===== config.mk =====
export PLATFORM = sky130hd
export DESIGN_NAME = fetch_unit
export DESIGN_NICKNAME = d
export VERILOG_FILES = /design/src/rtl/fetch_unit.sv
export SDC_FILE = /design/constraint.sdc
export NUM_CORES = 1
export LEC_CHECK = 0
export ABC_AREA = 1
export CAP_MARGIN = 40
export CORE_AREA = 4 4 51 53
export DETAILED_ROUTE_END_ITERATION = 10
export DIE_AREA = 0 0 55 57
export PLACE_DENSITY = 0.72
export SKIP_LAST_GASP = 1
export SYNTH_ARGS = -nofsm -noshare
export SYNTH_HDL_FRONTEND = slang
export SYNTH_SLANG_ARGS = --single-unit
export TNS_END_PERCENT = 100

===== constraint.sdc =====
create_clock -name Clk -period 1.3 [get_ports Clk]
set_input_delay 0.26 -clock Clk [delete_from_list [all_inputs] [get_ports Clk]]
set_output_delay 0.26 -clock Clk [all_outputs]
set_load 0.01 [all_outputs]

===== src/rtl/fetch_unit.sv =====
// fetch_unit: program counter / fetch sequencer with a 4-entry absolute branch-target LUT.
// Optional FETCH_LUT_WR_EN adds a runtime write port to the LUT.
module fetch_unit #(
  parameter int PC_W = 10,
  parameter logic [PC_W-1:0] TARG0 = '0,
  parameter logic [PC_W-1:0] TARG1 = '0,
  parameter logic [PC_W-1:0] TARG2 = '0,
  parameter logic [PC_W-1:0] TARG3 = '0
) (
  input  logic            Clk,
  input  logic            Reset,
  input  logic            Start,
  input  logic            Stall,
  input  logic            Jump,
  input  logic            BranchEn,
  input  logic            Zero,
  input  logic            Ack,
  input  logic [PC_W-1:0] PCTarg,
`ifdef FETCH_LUT_WR_EN
  input  logic            LutWrEn,
  input  logic [1:0]      LutWrIdx,
  input  logic [PC_W-1:0] LutWrData,
`endif
  output logic [PC_W-1:0] ProgCtr,
  output logic            Running,
  output logic            Done,
  output logic            BranchTaken
);
  typedef enum logic [1:0] {S_IDLE, S_RUN, S_HALT} state_t;
  state_t          r_state, w_next;
  logic [PC_W-1:0] r_pc, w_pc_next, w_targ;
  logic            r_running, r_done, r_bt;
  logic            w_adv, w_redir, w_bt_next, w_running, w_done;
  logic            w_unused;
  assign w_unused = ^PCTarg[PC_W-1:2];
`ifdef FETCH_LUT_WR_EN
  logic [PC_W-1:0] r_lut [4];
  // Reads see the pre-write entry, so a same-cycle redirect uses the old target.
  always_ff @(posedge Clk)
    if (Reset) begin
      r_lut[0] <= TARG0;
      r_lut[1] <= TARG1;
      r_lut[2] <= TARG2;
      r_lut[3] <= TARG3;
    end else if (LutWrEn) r_lut[LutWrIdx] <= LutWrData;
  assign w_targ = r_lut[PCTarg[1:0]];
`else
  assign w_targ = PCTarg[1] ? (PCTarg[0] ? TARG3 : TARG2) : (PCTarg[0] ? TARG1 : TARG0);
`endif
  always_ff @(posedge Clk)
    if (Reset) begin
      r_state   <= S_IDLE;
      r_pc      <= '0;
      r_running <= 1'b0;
      r_done    <= 1'b0;
      r_bt      <= 1'b0;
    end else begin
      r_state   <= w_next;
      r_pc      <= w_pc_next;
      r_running <= w_running;
      r_done    <= w_done;
      r_bt      <= w_bt_next;
    end
  always_comb begin
    w_adv   = (r_state == S_RUN) && !Stall;
    w_redir = w_adv && !Ack && (Jump || (BranchEn && Zero));
    w_next  = (r_state == S_RUN) ? ((w_adv && Ack) ? S_HALT : S_RUN)
                                 : (Start ? S_RUN : r_state);
  end
  always_comb begin
    w_pc_next = (r_state != S_RUN) ? (Start ? '0 : r_pc)
              : (!w_adv || Ack)    ? r_pc
              : w_redir            ? w_targ
              :                      r_pc + 1'b1;
    w_bt_next = w_redir;
    w_running = (w_next == S_RUN);
    w_done    = (w_next == S_HALT);
  end
  assign ProgCtr     = r_pc;
  assign Running     = r_running;
  assign Done        = r_done;
  assign BranchTaken = r_bt;
endmodule


==> impl_results.md, run 1 <==
* Period Utilization, post-route at 1.00
* Crit-path leading delay family: flip-flops
* H-Tree Depth at 1
* Wirelength per Cell at 10.3 microns
* Largest net degree at the start of global routing at 9
* Post-Syn Area per Cell at 6.63 sq um
* Most frequent cells in the layout: 28 x nand2_1, 23 x inv_1, 15 x nand3_1
* CP max FO at 5
* F_max at 769 MHz
* HPWL after DPL at 1.43 mm
* Most common cell after layout, fill and taps aside: nand2_1
* WP data required at 1040 ps
* Worst hold path type: flop to flop
* Final setup fails at 1
* Syn Nets at 140
* CTS tree: yes
* Grt total ovfl at 0
* Register area share after synthesis at 0.374
* Core Area at 2150 sq um
* Area delta synth->final at 51.2%
* Critical path arrival at 1040 ps
* Crit-path slowest cell: dfxtp_1
* Fraction of layout cells with a size suffix above 1 at 0.278
* Via-to-Cell Ratio at 4.48
* Worst slew pin tran at 325 ps
* Slew Viols, Final at 0
* Post-CTS setup buffer count at 0
* Cell area power density at 760 nW/um^2
* CTS Hold Bufs at 0
* Yosys warns at 0
* Outcome: complete, but fails checks
* IO buf count at 20
* GR peak layer: met2
* Final setup margin at -0.366 ps
* Synthesized area at 802 sq um
* First-pass GRT wire length at 3.15 mm
* DRT iter0 DRCs at 8
* CP max stage delay at 450 ps
* Die Span Y at 57 microns
* Max Cap Violations at 0
* Vias in the first global route at 791
* Clock Skew at 2.65 ps
* Yosys cell types at 17
* Number of synthesized register bits at 15
* Met3 GRT Util at 0.0444
* Pwr Total at 0.921 mW
* DR vias at 833
* Row count at 17
* Startpoint types: flop
* Final ANT Viol Nets at 0
* Fillers at 201
* Io pins at 31
* Place WS at -207 ps
* Worst-skew pair later-pin latency at 280 ps
* Antenna violations before repair at 0
* Met2 Usage GRT at 0.213
* Hold_ws at 531 ps
* Rel. slew slack at 0.781
* CTS buffer count at 3
* Clock Pin Slew Worst Setup and Hold Paths at 90 ps
* WP buf/inv at 1
* RSZ-0062 raised after global routing: true
* Die width at 55 microns
* Max Buffers Root-to-Sink at 2
* First-pass DRT Iterations at 4
* # diodes at 0
* Die area at 3140 sq um
* Peak supply drop at 0.000475 V
* CP Cell Sequence: dlygate4sd2_1
* Leakage at 0.613 nW
* Post-route setup TNS at -0.366 ps
* Initial Util at 0.373
* Clk sinks at 15
* CP endpoint kind: primary output
* Nets@finish at 178
* GRT Overall Usage at 0.138
* Hold Fails Final Rpt at 0
* GPL Wtd Cong at 0.794
* Final min period at 1300 ps
* Clock root cell: clkbuf_4
* Synth Instances at 121
* Final WL at 1.91 mm
* CP Class: flop to primary output
* Failing checks: setup timing
* DRC at 0
* Routing usage on met1 at 0.157
==> where the power goes <==
part | internal (mW) | total, mW | switching [mW]
combinational | 0.0845 | 0.168 | 0.0839
sequential | 0.468 | 0.477 | 0.00934
clock | 0.119 | 0.275 | 0.156
==> layout make-up <==
type	count	area, sq um	share of cell area
repair buffers	34	293	0.241
well taps	28	35.0	0.0289
clock buffers	4	26.3	0.0217
flip-flops and latches	15	313	0.258
inverters	25	93.8	0.0774
multi-input cells	80	452	0.373
==> flip-flops by register name, indices dropped and copies added (netlist names) <==
signal,flops
r_state,2
Done,1
BranchTaken,1
ProgCtr,10
Running,1
==> worst register-to-register path, cell delays in order, from the launching register on <==
cell	delay (ps)
dfxtp_4	390
ha_4	160
nand3_4	100
nor3_4	240
nand2_1	70
nand2_1	70
nand2_2	40
inv_1	50
nor2_1	30
==> what timing repair did <==
action,in CTS,in global routing
setup endpoints to repair,15,10
endpoints found under the hold margin,0,0
pin swaps,0,5
resized for setup,15,18
==> synth_stat cells <==
| cell type | number | share of area |
|---|---|---|
| nand2_1 | 30 | 0.14 |
| inv_1 | 24 | 0.11 |
| nand3_1 | 17 | 0.11 |
| dfxtp_1 | 15 | 0.37 |
| nor2_1 | 12 | 0.056 |
| nand2_2 | 4 | 0.031 |
| nor2_2 | 4 | 0.031 |
| nor3_1 | 4 | 0.025 |
| nand4_1 | 2 | 0.016 |
| o21ai_0 | 2 | 0.012 |
| a21oi_1 | 1 | 0.0062 |
| buf_8 | 1 | 0.019 |
| ha_1 | 1 | 0.016 |
| inv_2 | 1 | 0.0047 |
| nand2_4 | 1 | 0.014 |
| nand3_4 | 1 | 0.022 |
| nor2_4 | 1 | 0.014 |
==> metal layers <==
metal / vias to the layer above / share of wire
li1: 445 / -
met1: 364 / 0.42
met2: 18 / 0.48
met3: 6 / 0.062
met4: 0 / 0.035
met5: - / 0
==> stage by stage <==
stage | instances | util | instance area, sq um
2_1_floorplan | 121 | - | 807
3_5_place_dp | 182 | 0.527 | 1130
4_1_cts | 186 | 0.534 | 1150
3_3_place_gp | 182 | 0.527 | 1130
6_report | 186 | 0.564 | 1210
5_1_grt | 186 | 0.564 | 1210
==> final timing paths <==
path / from / endpoint / slack [ps] / cells past startpoint
setup / recovery: ProgCtr[3] / ProgCtr[3] / -0.4 / 1
hold / removal: ProgCtr[9] / ProgCtr[9] / 530 / 4
hold reg to reg: ProgCtr[9] / ProgCtr[9] / 530 / 4
setup reg to reg: ProgCtr[0] / ProgCtr[6] / 50 / 8
==> cells by family (layout without fill, tap and decap cells) <==
group | count (synthesis) | in the layout | share of synthesized area
fa+ha+maj | 1 | 1 | 0.0156
flops | 15 | 15 | 0.374
simple gates | 76 | 76 | 0.456
compound gates | 3 | 3 | 0.0187
buf+inv | 26 | 63 | 0.136
Note: power is estimated with default switching activity, not from simulation.
==> inputs of run 2 (changes only) <==
--- a/config.mk
+++ b/config.mk
@@ -10,9 +10,10 @@
 export CORE_AREA = 4 4 51 53
 export DETAILED_ROUTE_END_ITERATION = 10
 export DIE_AREA = 0 0 55 57
+export GPL_TIMING_DRIVEN = 1
 export PLACE_DENSITY = 0.72
+export RECOVER_POWER = 100
 export SKIP_LAST_GASP = 1
 export SYNTH_ARGS = -nofsm -noshare
 export SYNTH_HDL_FRONTEND = slang
 export SYNTH_SLANG_ARGS = --single-unit
-export TNS_END_PERCENT = 100
==> impl_results.md, run 2 (same netlist as run 1, synthesis figures left out) <==
* Outcome: complete, but fails checks
* Failing checks: setup timing
* WP depth at 1 (unchanged)
* CP endpoint kind: primary output
* Wirelength per Cell at 10.3 microns (-0.16%)
* Placed cell count at 182 (unchanged)
* Startpoint types: flop
* Setup crit end: ProgCtr[3]
* Crit-path slowest cell: dfxtp_1
* Die width at 55 microns (unchanged)
* Final WL at 1.91 mm (-0.16%)
* Largest net degree at the start of global routing at 9 (unchanged)
* Die Span Y at 57 microns (unchanged)
* # diodes at 0 (unchanged)
* Final setup fails at 1 (unchanged)
* CP Cell Sequence: dlygate4sd2_1
* GRT Overall Usage at 0.138 (unchanged)
* Rel. slew slack at 0.782 (about the same)
* Post-CTS setup buffer count at 0 (unchanged)
* Clock root cell: clkbuf_4
* HPWL after DPL at 1.43 mm (unchanged)
* CP Class: flop to primary output
* CTS buffer count at 3 (unchanged)
* Reg-to-Reg End: ProgCtr[6]
* Cell area power density at 763 nW/um^2 (+0.47%)
* Most frequent cells in the layout: 28 x nand2_1, 23 x inv_1, 15 x nand3_1
* Period Utilization, post-route at 1.00 (about the same)
* WP data required at 1040 ps (about the same)
* Core Area at 2150 sq um (unchanged)
* RR Startpoint: ProgCtr[0]
* Critical path arrival at 1040 ps (about the same)
* Clock Pin Slew Worst Setup and Hold Paths at 90 ps (about the same)
* Worst setup startpoint: ProgCtr[3]
* Final ANT Viol Nets at 0 (unchanged)
* Vias in the first global route at 791 (unchanged)
* Via-to-Cell Ratio at 4.50 (+0.48%)
* WP buf/inv at 1 (unchanged)
* CTS tree: yes
* Antenna violations before repair at 0 (unchanged)
* CTS Hold Bufs at 0 (unchanged)
* Max Cap Violations at 0 (unchanged)
* CP max FO at 5 (unchanged)
* Slew Viols, Final at 0 (unchanged)
* Initial Util at 0.373 (unchanged)
* Row count at 17 (unchanged)
* RSZ-0062 raised after global routing: true
* Worst slew pin tran at 324 ps (-1.08 ps)
* DRC at 0 (unchanged)
* Area delta synth->final at 50.1%
* Fraction of layout cells with a size suffix above 1 at 0.253 (-0.0253)
* Max Buffers Root-to-Sink at 2 (unchanged)
* Die area at 3140 sq um (unchanged)
* Number of flip-flops in the largest register at 10 (unchanged)
* Io pins at 31 (unchanged)
* Hold Fails Final Rpt at 0 (unchanged)
* Most common cell after layout, fill and taps aside: nand2_1
* DR vias at 837 (+0.48%)
* IO buf count at 20 (unchanged)
* F_max at 769 MHz (about the same)
* CP max stage delay at 450 ps (about the same)
* Nets@finish at 178 (unchanged)
* Peak supply drop at 0.000475 V (about the same)
* R2R depth at 8 (unchanged)
* Grt total ovfl at 0 (unchanged)
* Worst-skew pair later-pin latency at 290 ps (about the same)
* Crit-path leading delay family: flip-flops
* Final setup margin at -0.196 ps (+0.170 ps)
* Clock Skew at 2.83 ps (+0.181 ps)
* Fin cells at 186 (unchanged)
* Clk sinks at 15 (unchanged)
* First-pass GRT wire length at 3.15 mm (unchanged)
* Worst hold path type: flop to flop
* H-Tree Depth at 1 (unchanged)
* DRT iter0 DRCs at 7 (-1)
* Final min period at 1300 ps (-0.170 ps)
* Post-route setup TNS at -0.196 ps (+0.170 ps)
* First-pass DRT Iterations at 4 (unchanged)
* Leakage at 0.611 nW (-0.29%)
* GPL Wtd Cong at 0.794 (unchanged)
* R2R Setup Slk at 50 ps (about the same)
[run 2: layer usage]
layer,part of all wire,up-vias,wire length [microns],track usage
met2,0.48,22,916,0.213
met3,0.066,6,126,0.0444
met1,0.42,364,797,0.157
met5,0,-,0,0
met4,0.035,0,66,0.0938
li1,-,445,-,-
[run 2: how the worst min path moves through the flow]
| stage | from | end | cells past startpoint |
|---|---|---|---|
| 6_report | ProgCtr[9] | ProgCtr[9] | 4 |
| 5_1_grt | ProgCtr[1] | ProgCtr[1] | 2 |
| 4_1_cts | ProgCtr[1] | ProgCtr[1] | 2 |
| 3_5_place_dp | ProgCtr[9] | ProgCtr[9] | 4 |
| 3_3_place_gp | ProgCtr[9] | ProgCtr[9] | 4 |
| 2_1_floorplan | Reset | ProgCtr[1] | 1 |
[run 2: final cells by class]
class / instances / area, sq um
timing repair buffer: 34 / 290
inverter: 25 / 93.8
clock buffer: 4 / 26.3
fill: 202 / 945
tap: 28 / 35.0
sequential: 15 / 309
multi-input combinational: 80 / 449
[run 2: per-stage QoR]
| step | power [mW] | area, sq um | util | hold slack, ps | setup slack, ps |
|---|---|---|---|---|---|
| after floorplan | 0.568 | 807 | - | 329 | 30.6 |
| after global placement | 0.649 | 1130 | 0.527 | 511 | -167 |
| after detailed placement | 0.654 | 1130 | 0.527 | 525 | -207 |
| after CTS | 0.924 | 1150 | 0.534 | 528 | -183 |
| after global routing | 0.977 | 1200 | 0.560 | 586 | -46.4 |
| final | 0.919 | 1200 | 0.560 | 531 | -0.196 |
[run 2: what timing repair did]
item,CTS,global route
resized for setup,15,18
setup endpoints to repair,15,10
cloned,0,0
pin swaps,0,5
[run 2: power by group]
part	internal (mW)	switching, mW
Combinational	0.0826	0.0833
Clock	0.119	0.156
Sequential	0.468	0.00950
==> inputs of run 3 (changes only) <==
--- a/config.mk
+++ b/config.mk
@@ -5,13 +5,13 @@
 export SDC_FILE = /design/constraint.sdc
 export NUM_CORES = 1
 export LEC_CHECK = 0
-export ABC_AREA = 1
+export ABC_CLOCK_PERIOD_IN_PS = 1300
 export CAP_MARGIN = 40
-export CORE_AREA = 4 4 51 53
+export CORE_AREA = 4 4 49 51
 export DETAILED_ROUTE_END_ITERATION = 10
-export DIE_AREA = 0 0 55 57
+export DIE_AREA = 0 0 53 55
 export GPL_TIMING_DRIVEN = 1
-export PLACE_DENSITY = 0.72
+export PLACE_DENSITY = 0.7
 export RECOVER_POWER = 100
 export SKIP_LAST_GASP = 1
 export SYNTH_ARGS = -nofsm -noshare
==> impl_results.md, run 3 <==
* Worst-skew pair later-pin latency at 280 ps (about the same)
* Final setup fails at 9 (+8)
* Vias in the first global route at 733 (-7.3%)
* Share of the synthesized area in the top cell type at 0.451 (+0.0767)
* Syn Nets at 93 (-34%)
* Final min period at 1460 ps (+155 ps)
* Cell taking the most area after synthesis: dfxtp_1
* CP max FO at 6 (+1)
* Worst hold path type: flop to flop
* HPWL after DPL at 1.30 mm (-8.7%)
* Via-to-Cell Ratio at 5.01 (+11%)
* Core Area at 1940 sq um (-9.6%)
* Yosys cell types at 26 (+9)
* Period Utilization, post-route at 1.12 (+0.120)
* Top cells by count, synth: 15 x dfxtp_1, 10 x a21oi_1, 6 x nand2_1
* Crit-path leading delay family: simple AND/OR/NAND/NOR gates
* DRT iter0 DRCs at 6 (-1)
* Switch share at 0.252 (-0.0193)
* Fillers at 181 (-10%)
* Synth area leaders: dfxtp_1 45%, a21oi_1 7.5%, o31ai_1 5.6%, or4_1 5.6%, nor4b_4 3.6%
* Cell area power density at 753 nW/um^2 (-1.4%)
* Slew Viols, Final at 0 (unchanged)
* Clock Pin Slew Worst Setup and Hold Paths at 90 ps (about the same)
* Count leader, synth: dfxtp_1
* R2R Setup Slk at -160 ps (-210 ps)
* DR vias at 747 (-11%)
* Number of flip-flops in the largest register at 10 (unchanged)
* CP Class: flop to flop
* Area delta synth->final at 81.0%
* Initial Util at 0.343 (-0.0305)
* First-pass DRT Iterations at 4 (unchanged)
* CP max stage delay at 500 ps (+50 ps)
* Leakage at 0.492 nW (-19%)
* Yosys warns at 0 (unchanged)
* Worst slew pin tran at 332 ps (+8.16 ps)
* WP buf/inv at 1 (unchanged)
* Number of synthesized register bits at 15 (unchanged)
* Number of synthesized flops with an enable pin at 0 (unchanged)
* Wirelength per Cell at 12.7 microns (+24%)
* IO buf count at 20 (unchanged)
* Sequential power share at 0.519 (about the same)
* Fraction of layout cells with a size suffix above 1 at 0.467 (+0.214)
* Final setup margin at -156 ps (-155 ps)
* F_max at 687 MHz (-11%)
* Row count at 16 (-1)
* Hold Fails Final Rpt at 0 (unchanged)
* Grt total ovfl at 0 (unchanged)
* Critical path arrival at 1680 ps (+640 ps)
* Die area at 2920 sq um (-7.0%)
* Cell area after layout at 1200 sq um (+0.10%)
* Max Cap Violations at 0 (unchanged)
* Internal power at 0.678 mW (+1.3%)
* Die width at 53 microns (-3.6%)
* DRC at 0 (unchanged)
* First-pass GRT wire length at 2.92 mm (-7.2%)
* Io pins at 31 (unchanged)
* Nets@finish at 142 (-20%)
* Main flop type after synthesis: dfxtp_1
* # diodes at 0 (unchanged)
* Outcome: complete, but fails checks
* Post-Syn Area per Cell at 9.00 sq um (+36%)
* CTS buffer count at 3 (unchanged)
* Largest net degree at the start of global routing at 9 (unchanged)
* Rel. slew slack at 0.777 (-0.00505)
* Crit-path slowest cell: or4_1
* RSZ-0062 raised after global routing: true
* Synthesized area at 666 sq um (-17%)
* WP data required at 1520 ps (+480 ps)
* GPL Wtd Cong at 0.773 (-2.6%)
* Failing checks: setup timing
* Final ANT Viol Nets at 0 (unchanged)
* Switching power at 0.228 mW (-8.3%)
* CP Cell Sequence: nor4b_4 -> buf_4 -> a21oi_4 -> or4_1 -> a21oi_1
* Max Buffers Root-to-Sink at 2 (unchanged)
* Placed instance area at 1070 sq um (-5.4%)
* Synth Instances at 74 (-39%)
* Clk sinks at 15 (unchanged)
* Clock root cell: clkbuf_4
* Die Span Y at 55 microns (-3.5%)
* CTS Hold Bufs at 0 (unchanged)
* Clock power share at 0.290 (-0.010)
* Register area share after synthesis at 0.451 (+0.0767)
* Startpoint types: flop
* Antenna violations before repair at 0 (unchanged)
* H-Tree Depth at 1 (unchanged)
* GRT Overall Usage at 0.136 (-0.00188)
* CP endpoint kind: flop
* Peak supply drop at 0.000622 V (+31%)
* Clock Skew at 4.70 ps (+1.87 ps)
* Final WL at 1.89 mm (-0.73%)
* Logic gate share of total power at 0.190 (+0.010)
* CTS tree: yes
* Fraction of registers with async set/reset at 0 (unchanged)
* Most frequent cells in the layout: 20 x buf_4, 9 x dlygate4sd2_1, 7 x dfxtp_2, 7 x a21oi_2
* Hold_ws at 484 ps (-47.0 ps)
* Most common cell after layout, fill and taps aside: buf_4
run 3: changes by cell type in the layout (fill, tap and decap cells not counted), sizes merged, moves of 5 or more:
cell / delta
or4: +5
nand2: -29
inv: -22
nand3: -16
nor2: -12
buf: +12
a21oi: +11
o31ai: +5
run 3: cell families (layout without fill, tap and decap cells):
group	after synthesis	count (layout)	synth area share
buffers and inverters	4	51	0.0244
flip-flops	15	15	0.451
XOR/XNOR	1	1	0.0132
AND/OR/NAND/NOR	31	31	0.288
adder cells (fa/ha/maj)	1	1	0.0188
AO/OA/AOI/OAI	22	23	0.205
run 3: final cells by class:
class | instances | area, sq um | area share
flip-flops and latches | 15 | 320 | 0.266
multi-input cells | 56 | 432 | 0.358
well taps | 27 | 33.8 | 0.0280
repair buffers | 44 | 382 | 0.317
clock buffers | 4 | 26.3 | 0.0218
inverters | 3 | 11.3 | 0.00935
run 3: final timing paths:
| check | end | cells past startpoint | startpoint |
|---|---|---|---|
| setup / recovery | ProgCtr[9] | 5 | r_state[1] |
| hold / removal | ProgCtr[9] | 2 | ProgCtr[9] |
| setup reg to reg | ProgCtr[9] | 5 | r_state[1] |
| hold reg to reg | ProgCtr[9] | 2 | ProgCtr[9] |
run 3: through the flow:
stage               setup slack (ps)   util  cells  setup TNS, ps  power, mW
floorplan                      -32.3      -     74          -64.6      0.531
global placement                -584  0.552    140          -5340      0.618
detailed placement              -645  0.552    140          -5880      0.620
CTS                             -216  0.595    149          -1590      0.910
global route                    -229  0.620    149          -1550      0.947
finish                          -156  0.620    149           -930      0.907
run 3: worst register-to-register path: stages, from the launching register on:
cell	delay, ps
dfxtp_2	340
nor4b_4	190
buf_4	170
a21oi_4	60
or4_1	510
a21oi_1	130
run 3: layer usage:
metal	global-route usage	routed length (microns)	up-vias
met5	0	0	-
met4	0.0468	0	0
met3	0.0509	107	0
met2	0.256	1060	18
met1	0.138	726	353
li1	-	-	376
run 3: power by group through the flow:
stage                     sequential (mW)  clock [mW]  combinational [mW]
after CTS                           0.470       0.279               0.161
final                               0.471       0.263               0.173
after floorplan                     0.486           0              0.0450
after global routing                0.472       0.289               0.186
after detailed placement            0.482           0               0.139
after global placement              0.482           0               0.136
run 3: what timing repair did:
item                       CTS  global route
buffers inserted             4             1
pin swaps                    6             7
cloned                       1             0
resized for setup           27            17
setup endpoints to repair   23            16
